`config.mk`:
```
export PLATFORM = sky130hd
export DESIGN_NAME = add_norm_sched
export DESIGN_NICKNAME = d
export VERILOG_FILES = /design/src/rtl/add_pkg.sv /design/src/rtl/add_lod.sv /design/src/rtl/add_norm_sched.sv
export SDC_FILE = /design/constraint.sdc
export NUM_CORES = 1
export LEC_CHECK = 0
export ABC_AREA = 0
export ABC_CLOCK_PERIOD_IN_PS = 5670
export CORE_MARGIN = 2
export CORE_UTILIZATION = 25
export CTS_BUF_LIST = sky130_fd_sc_hd__clkbuf_16
export CTS_CLUSTER_DIAMETER = 120
export DETAILED_ROUTE_END_ITERATION = 12
export PLACE_DENSITY_LB_ADDON = 0.3
export SLEW_MARGIN = 20
export SYNTH_ARGS = -nofsm -noshare
export SYNTH_HDL_FRONTEND = slang
export SYNTH_SLANG_ARGS = --single-unit
```
`constraint.sdc`:
```
create_clock -name clk -period 5.67 [get_ports clk]
set_input_delay 1.701 -clock clk [delete_from_list [all_inputs] [get_ports clk]]
set_output_delay 1.701 -clock clk [all_outputs]
set_load 0.02 [all_outputs]
```
`src/rtl/add_pkg.sv`:
```
// add_pkg: shared widths and request/response records for the fp32 add-cluster normalizer.
// No ports; holds default widths plus the norm_req_t / norm_rsp_t records at those widths.
package add_pkg;
    localparam int MANT_W_DEF  = 47;
    localparam int EXP_W_DEF   = 8;
    localparam int NUM_REQ_DEF = 2;
    localparam int ID_W_DEF    = 1;

    typedef struct packed {
        logic [MANT_W_DEF-1:0] mant;
        logic [EXP_W_DEF-1:0]  exp;
    } norm_req_t;

    typedef struct packed {
        logic [ID_W_DEF-1:0]   id;
        logic [MANT_W_DEF-1:0] mant;
        logic [EXP_W_DEF-1:0]  exp;
        logic                  zero;
        logic                  uflow;
    } norm_rsp_t;
endpackage

```
`src/rtl/add_lod.sv`:
```
// add_lod: leading-one detector with normalizing left shift.
// Ports: mant (in, W) operand; lz (out, LZ_W) leading-zero count; norm (out, W) mant shifted so its MSB is the leading one.
// lz is meaningless for an all-zero operand (norm is then zero).
module add_lod #(
    parameter int W = 47,
    localparam int LZ_W = $clog2(W)
) (
    input  logic [W-1:0]    mant,
    output logic [LZ_W-1:0] lz,
    output logic [W-1:0]    norm
);
    // Greedy log shifter: at each power-of-two stage, shift if the top 2^s bits are all zero.
    always_comb begin
        norm = mant;
        lz   = '0;
        for (int s = LZ_W - 1; s >= 0; s--) begin
            lz[s] = (norm & ~({W{1'b1}} >> (1 << s))) == '0;
            norm  = lz[s] ? norm << (1 << s) : norm;
        end
    end
endmodule

```
`src/rtl/add_norm_sched.sv`:
```
// add_norm_sched: round-robin arbiter feeding a shared 2-stage normalizer pipeline.
// Ports: clk, rst_n (async, active-low); req_valid/req_ready/req_mant/req_exp per lane (flattened);
// rsp_valid/rsp_ready handshake with rsp_id, rsp_mant, rsp_exp, rsp_zero, rsp_uflow results.
module add_norm_sched
    import add_pkg::*;
#(
    parameter int NUM_REQ = NUM_REQ_DEF,
    parameter int MANT_W  = MANT_W_DEF,
    parameter int EXP_W   = EXP_W_DEF,
    localparam int ID_W   = (NUM_REQ > 1) ? $clog2(NUM_REQ) : 1,
    localparam int LZ_W   = $clog2(MANT_W)
) (
    input  logic                      clk,
    input  logic                      rst_n,
    input  logic [NUM_REQ-1:0]        req_valid,
    output logic [NUM_REQ-1:0]        req_ready,
    input  logic [NUM_REQ*MANT_W-1:0] req_mant,
    input  logic [NUM_REQ*EXP_W-1:0]  req_exp,
    output logic                      rsp_valid,
    input  logic                      rsp_ready,
    output logic [ID_W-1:0]           rsp_id,
    output logic [MANT_W-1:0]         rsp_mant,
    output logic [EXP_W-1:0]          rsp_exp,
    output logic                      rsp_zero,
    output logic                      rsp_uflow
);
    logic [ID_W-1:0]   rr_ptr, gnt_id, s1_id;
    logic              gnt_any, s1_valid, s1_free, s2_adv, hs;
    logic [MANT_W-1:0] s1_mant, norm;
    logic [EXP_W-1:0]  s1_exp;
    logic [LZ_W-1:0]   lz;
    logic [EXP_W:0]    diff;
    logic              s1_zero, s1_uflow;

    // Scan from rr_ptr upward; iterating downward lets the lane nearest rr_ptr win.
    always_comb begin
        gnt_any = 1'b0;
        gnt_id  = '0;
        for (int k = NUM_REQ - 1; k >= 0; k--) begin
            if (req_valid[(int'(rr_ptr) + k) % NUM_REQ]) begin
                gnt_any = 1'b1;
                gnt_id  = ID_W'((int'(rr_ptr) + k) % NUM_REQ);
            end
        end
    end

    assign s2_adv    = !rsp_valid || rsp_ready;
    assign s1_free   = !s1_valid || s2_adv;
    // rst_n gating keeps req_ready low while reset is held.
    assign hs        = rst_n && gnt_any && s1_free;
    assign req_ready = hs ? (NUM_REQ'(1) << gnt_id) : '0;

    add_lod #(.W(MANT_W)) u_lod (
        .mant (s1_mant),
        .lz   (lz),
        .norm (norm)
    );

    // One extra bit so exp <= lz shows up as a negative or zero difference.
    assign diff     = {1'b0, s1_exp} - (EXP_W+1)'(lz);
    assign s1_zero  = s1_mant == '0;
    assign s1_uflow = !s1_zero && (diff[EXP_W] || diff == '0);

    always_ff @(posedge clk or negedge rst_n) begin
        if (!rst_n) begin
            rr_ptr    <= '0;
            s1_valid  <= 1'b0;
            s1_id     <= '0;
            s1_mant   <= '0;
            s1_exp    <= '0;
            rsp_valid <= 1'b0;
            rsp_id    <= '0;
            rsp_mant  <= '0;
            rsp_exp   <= '0;
            rsp_zero  <= 1'b0;
            rsp_uflow <= 1'b0;
        end else begin
            if (hs) begin
                rr_ptr  <= (gnt_id == ID_W'(NUM_REQ - 1)) ? '0 : gnt_id + 1'b1;
                s1_id   <= gnt_id;
                s1_mant <= req_mant[gnt_id*MANT_W +: MANT_W];
                s1_exp  <= req_exp[gnt_id*EXP_W +: EXP_W];
            end
            if (s1_free) s1_valid <= hs;
            if (s2_adv) rsp_valid <= s1_valid;
            if (s2_adv && s1_valid) begin
                rsp_id    <= s1_id;
                rsp_mant  <= s1_zero ? '0 : norm;
                rsp_exp   <= (s1_zero || s1_uflow) ? '0 : diff[EXP_W-1:0];
                rsp_zero  <= s1_zero;
                rsp_uflow <= s1_uflow;
            end
        end
    end
endmodule
```
# Word-level counts from Yosys, hierarchy flattened
# Index checks and enable logic that the tools add are counted.
dict set report word_totals {
  ff_bits 117
}
dict set report op_classes {
  addsub 3
  mul 1
  order_cmp 2
  shifts 3
  n_mux 19
  n_bitwise 1
  reduce_logical 19
}
# cell count
set op_table {}
lappend op_table {{zero test 47 bit} 7}
lappend op_table {{2-to-1 mux 47 bit} 7}
lappend op_table {{indexed part select 94 x 8 -> 47 bit} 1}
lappend op_table {{indexed part select 16 x 5 -> 8 bit} 1}
lappend op_table {{2-to-1 mux 1 bit} 10}
lappend op_table {{zero test 9 bit} 1}
lappend op_table {{subtractor 8 x 6 -> 9 bit} 1}
lappend op_table {{2-to-1 mux 8 bit} 1}
lappend op_table {{multiplier 1 x 6 -> 7 bit (second input constant)} 1}
lappend op_table {{logical AND 1 bit} 4}
lappend op_table {{logical OR 1 bit} 4}
lappend op_table {{zero test 1 bit} 3}
lappend op_table {{< comparator 2 x 3 -> 1 bit (second input constant)} 1}
lappend op_table {{adder 1 bit (second input constant)} 2}
lappend op_table {{< comparator 1 x 2 -> 1 bit (second input constant)} 1}
lappend op_table {{2-to-1 mux 2 bit} 1}
lappend op_table {{<< shifter 1 x 1 -> 2 bit (first input constant)} 1}
lappend op_table {{bitwise AND 1 bit (first input constant)} 1}

# Depth between registers and ports, before layout
dict set report logic_depth {
  word_depth 17
  ltp_mapped 24
  ltp_nobuf 21
}

# Cells and area by module
# A second synthesis with hierarchy kept.
dict set report hier_totals {
  hier_cells 830
  hier_area_um2 7925.1
}
# module instances cells_each area_each_um2 seq_area_each_um2
set by_module_without_submodules {}
lappend by_module_without_submodules {add_norm_sched 1 414 4963.5 2927.8}
lappend by_module_without_submodules {add_lod 1 416 2961.6 0.0}

# Least setup slack after synthesis
# No wires, ideal clock.
dict set report synth_path {
  path_type {register to register}
  start {register s1_mant[15]}
  end {register rsp_exp[3]}
  setup_ns 0.121
  arrival_time_ns 4.802
  required_ns 5.549
  path_slack_ns 0.747
  path_stages_with_launch 24
  path_cell_list {dfrtp_1 -> nor4_2 -> nand4b_4 -> nor4_1 -> nor2_1 -> buf_2 -> a21o_1 -> a22o_1 -> a21oi_4 -> inv_2 -> buf_6 -> buf_6 -> ha_1 -> fa_1 -> nor2b_1 -> o21ai_0 -> nand2b_1 -> a21o_1 -> nand2_1 -> nand2b_1 -> xnor2_1 -> o41ai_1 -> nor2_1 -> a22o_1}
}
dict set report synth_between {
  elab_chain_len 17
}
# item line_no
set synth_rtl {}
lappend synth_rtl {{from (decl)} add_norm_sched.sv:29} ;# logic [MANT_W-1:0] s1_mant, norm;
lappend synth_rtl {{from (signal assigned)} add_norm_sched.sv:81} ;# s1_mant <= req_mant[gnt_id*MANT_W +: MANT_W];
lappend synth_rtl {{zero test 47 bit} add_lod.sv:17} ;# lz[s] = (norm & ~({W{1'b1}} >> (1 << s))) == '0;
lappend synth_rtl {{2-to-1 mux 47 bit} add_lod.sv:18} ;# norm = lz[s] ? norm << (1 << s) : norm;
lappend synth_rtl {{zero test 47 bit} add_lod.sv:17}
lappend synth_rtl {{2-to-1 mux 47 bit} add_lod.sv:18}
lappend synth_rtl {{zero test 47 bit} add_lod.sv:17}
lappend synth_rtl {{2-to-1 mux 47 bit} add_lod.sv:18}
lappend synth_rtl {{zero test 47 bit} add_lod.sv:17}
lappend synth_rtl {{2-to-1 mux 47 bit} add_lod.sv:18}
lappend synth_rtl {{zero test 47 bit} add_lod.sv:17}
lappend synth_rtl {{2-to-1 mux 47 bit} add_lod.sv:18}
lappend synth_rtl {{zero test 47 bit} add_lod.sv:17}
lappend synth_rtl {{subtractor 8 x 6 -> 9 bit} add_norm_sched.sv:60} ;# assign diff = {1'b0, s1_exp} - (EXP_W+1)'(lz);
lappend synth_rtl {{zero test 9 bit} add_norm_sched.sv:62} ;# assign s1_uflow = !s1_zero && (diff[EXP_W] || diff == '0);
lappend synth_rtl {{logical OR 1 bit} add_norm_sched.sv:62}
lappend synth_rtl {{logical AND 1 bit} add_norm_sched.sv:62}
lappend synth_rtl {{logical OR 1 bit} add_norm_sched.sv:89} ;# rsp_exp <= (s1_zero || s1_uflow) ? '0 : diff[EXP_W-1:0];
lappend synth_rtl {{2-to-1 mux 8 bit *} add_norm_sched.sv:89}
lappend synth_rtl {{to (signal assigned)} add_norm_sched.sv:89}
lappend synth_rtl {{to (decl)} add_norm_sched.sv:23} ;# output logic [EXP_W-1:0] rsp_exp,
# Every way passes the cells marked *; elsewhere a longest branch is shown, timed or not.
# A chain may end at the register's enable or synchronous reset.

# Final worst setup path
dict set report layout_path {
  start {register s1_mant[28]}
  end {register rsp_exp[5]}
}
# Same word-level chain as after synthesis.

==> flow_summary.ini <==
[finish]
antenna_cells = 0
final_common_cell = clkdlybuf4s50_1
drive_above_1_share_pct = 10.4
area_growth_pct = 35.9
nets = 1085
layout_common_cells = clkdlybuf4s50_1, dfrtp_1, nand2_1

[global_route]
antenna_found_initial = 0
grt_use_total_pct = 18.2
grt_pass1_vias = 7215
grt_pass1_wl_um = 44300
grt.overflow.total = 0
grt_start_max_net_pins = 63

[synthesis]
synth-main-ff-cell = dfrtp_1
seq_area_frac_synth_pct = 38.3
synth.avg_cell_area_um2 = 9.39
syn-num-nets = 935
ys_types = 73
netlist_area_um2 = 7630
synth_cells = 813
synth-seq-cells = 117
asyncSetResetFlopFracSynth_pct = 100
yosysWarnings = 0
synth_edf_count = 0

[timing]
relSlewSlack_pct = 46.5
fin_crit_sh_pct = 89.3
fmax_mhz = 197
setup_violations = 0
rsz0062_at_grt = false
finalHoldViolCount = 0
slew_viol_final = 0
setup_slack_ns = 0.604
final.setup.tns_ns = 0
final.setup_skew_ns = 0.00638
worst_pin_slew_ns = 0.802
fin_crit_ns = 5.07

[floorplanning]
die_h_um = 179
dieArea_um2 = 32000
core_um2 = 29900
core.rowCount = 63
ios = 176
initial_utilization_pct = 25.6
die_x_um = 179

[clock_tree]
cts-resized-gates = 0
cts_tree = yes
insertion_delay_ns = 0.41
clock-root-buffer = clkbuf_16
cts.hold.buffers_added = 0
h-tree-depth = 4
cts.clk_slew.worst_paths_ns = 0.05
numCtsBuffers = 17
cts_sinks = 117
postCtsSetupBuffers = 0
clockBufferDepth = 2

[placed_design]
dp_worst_setup_slack_ns = 0.680
gp_congestion = 0.957
io_buffer_count = 175
dp_hpwl_um = 21500

[worst_setup_path]
setup.worst_path.start_class = flip-flop
cp.arrival_ns = 5.36
crit_fanout = 13
slowest_delay_ns = 0.56
worst-path-buf-inv = 1
worstSetupEndpointType = flip-flop
critPathTopFamily = compound AO/OA/AOI/OAI gates
worstSetupPathType = reg -> reg
slowest_stage = and4b_1
path_common_cell = nand2b_1
critPathRequiredTime_ns = 5.97
crit_start = s1_mant[28]
r2r-start = s1_mant[28]
cp_cell_sequence = nor4_4, and4b_1, a31oi_1, o21bai_1, a211oi_1, and2_1, a21oi_4, inv_2, ha_1, fa_1, nor2b_1, o21ai_0, nand2b_1, a21o_1, nand2_1, nand2b_1, xnor2_1, o41ai_1, nor2_1, a22o_1

[worst_hold_path]
hp-class = reg -> reg
hp-start = rsp_mant[46]

[status]
status = finished, final reports clean

[route]
wl_per_cell_um = 21.1
via_per_inst = 5.36
vias = 7317
firstDrtPassIters = 10
route.detailed.drc = 0
drtIter0Drc = 742
wirelength_um = 28700
ant_nets = 0

[power]
pwr_density_cell_nw_per_um2 = 450
ir_drop_mv = 0.184
leakage_uw = 0.00449

[run]
max_cap_viol_count = 0
[sequential cells by signal (all words and copies together) (netlist names)]
name and count:
s1_valid 1, rsp_mant 47, s1_exp 8, s1_mant 47
rsp_valid 1, rsp_zero 1, rsp_exp 8, rsp_uflow 1
rr_ptr 1, s1_id 1, rsp_id 1
[synthesized netlist by cell type, types with 4 or more instances]
master	count	area, um^2
a31oi_1	12	75.1
dfrtp_1	117	2930
a32oi_1	15	131
nand2_1	92	345
o221ai_1	5	43.8
mux2_2	17	191
o21bai_1	7	52.6
and3_1	4	25.0
o21ai_0	44	220
clkbuf_1	42	158
o32ai_1	4	35.0
nor2_1	25	93.8
inv_2	4	15.0
buf_1	6	22.5
a211oi_1	6	45.0
nor4_1	4	25.0
o211ai_1	6	45.0
a21o_1	11	82.6
a222oi_1	56	561
o31ai_1	8	60.1
ha_1	6	75.1
nor3_1	8	40.0
a22o_1	13	114
buf_4	6	45.0
a22oi_1	10	75.1
o21ai_1	9	45.0
a221o_1	4	40.0
nor4_2	5	62.6
o21a_1	4	30.0
a21oi_1	27	135
nand3_1	16	80.1
and2_1	5	31.3
mux2i_1	73	731
nand2b_1	5	31.3
buf_2	12	60.1
inv_1	61	229
[layer usage]
metal	global-route usage [%]	vias up	share of wire, %	wire [um]
met5	0	-	0	0
met4	5.15	0	1.7	488
met3	3.99	35	6.7	1930
met2	28.6	292	46	13200
met1	25.1	3581	46	13100
li1	-	3409	-	-
[cells by family (layout without fill, tap and decap cells)]
group / after synthesis / in the layout / synth area share (%)
AO/OA/AOI/OAI: 266 / 266 / 26.5
AND/OR/NAND/NOR: 189 / 189 / 12.6
buffers and inverters: 136 / 297 / 7.70
flip-flops: 117 / 117 / 38.3
multiplexers: 93 / 93 / 13.0
adder cells (fa/ha/maj): 7 / 7 / 1.25
XOR/XNOR: 5 / 5 / 0.574
[final cells by class]
cell class	instances	area (um^2)
fill	3079	19500
multi-input combinational	560	4150
sequential	117	2930
timing repair buffer	202	1950
tap	390	488
clock buffer	17	425
inverter	65	244
clock inverter	13	189
[power by group]
| group | switching (uW) | internal [uW] | total [uW] |
|---|---|---|---|
| Sequential | 298 | 1100 | 1390 |
| Combinational | 1150 | 974 | 2120 |
| Clock | 389 | 766 | 1160 |
| Total | 1840 | 2840 | 4670 |
[final timing paths]
check                               endpoint  slack (ns)  depth (start not counted)
worst max-delay path              rsp_exp[5]        0.60                         20
worst min-delay path            rsp_mant[46]        0.47                          2
worst max register to register    rsp_exp[5]        0.60                         20
worst min register to register  rsp_mant[46]        0.47                          2
max in group asynchronous        s1_mant[14]        2.88                          3
min in group asynchronous          rsp_uflow        1.50                          2
[per-stage QoR]
stage | util [%] | power (uW) | instance area (um^2) | hold slack, ns | cells
6_report | 34.7 | 4670 | 10400 | 0.474 | 1364
4_1_cts | 34.7 | 4700 | 10400 | 0.481 | 1364
2_1_floorplan | - | 2660 | 7630 | 0.446 | 813
5_1_grt | 34.7 | 4960 | 10400 | 0.504 | 1364
3_5_place_dp | 32.7 | 3530 | 9760 | 0.467 | 1334
3_3_place_gp | 32.7 | 3520 | 9760 | 0.464 | 1334
[worst min-delay path, cell delays in order (launching register included)]
cell,delay [ns]
dfrtp_1,0.34
nand2_1,0.05
nand2_1,0.05
Power figures use the tool's default switching activity.
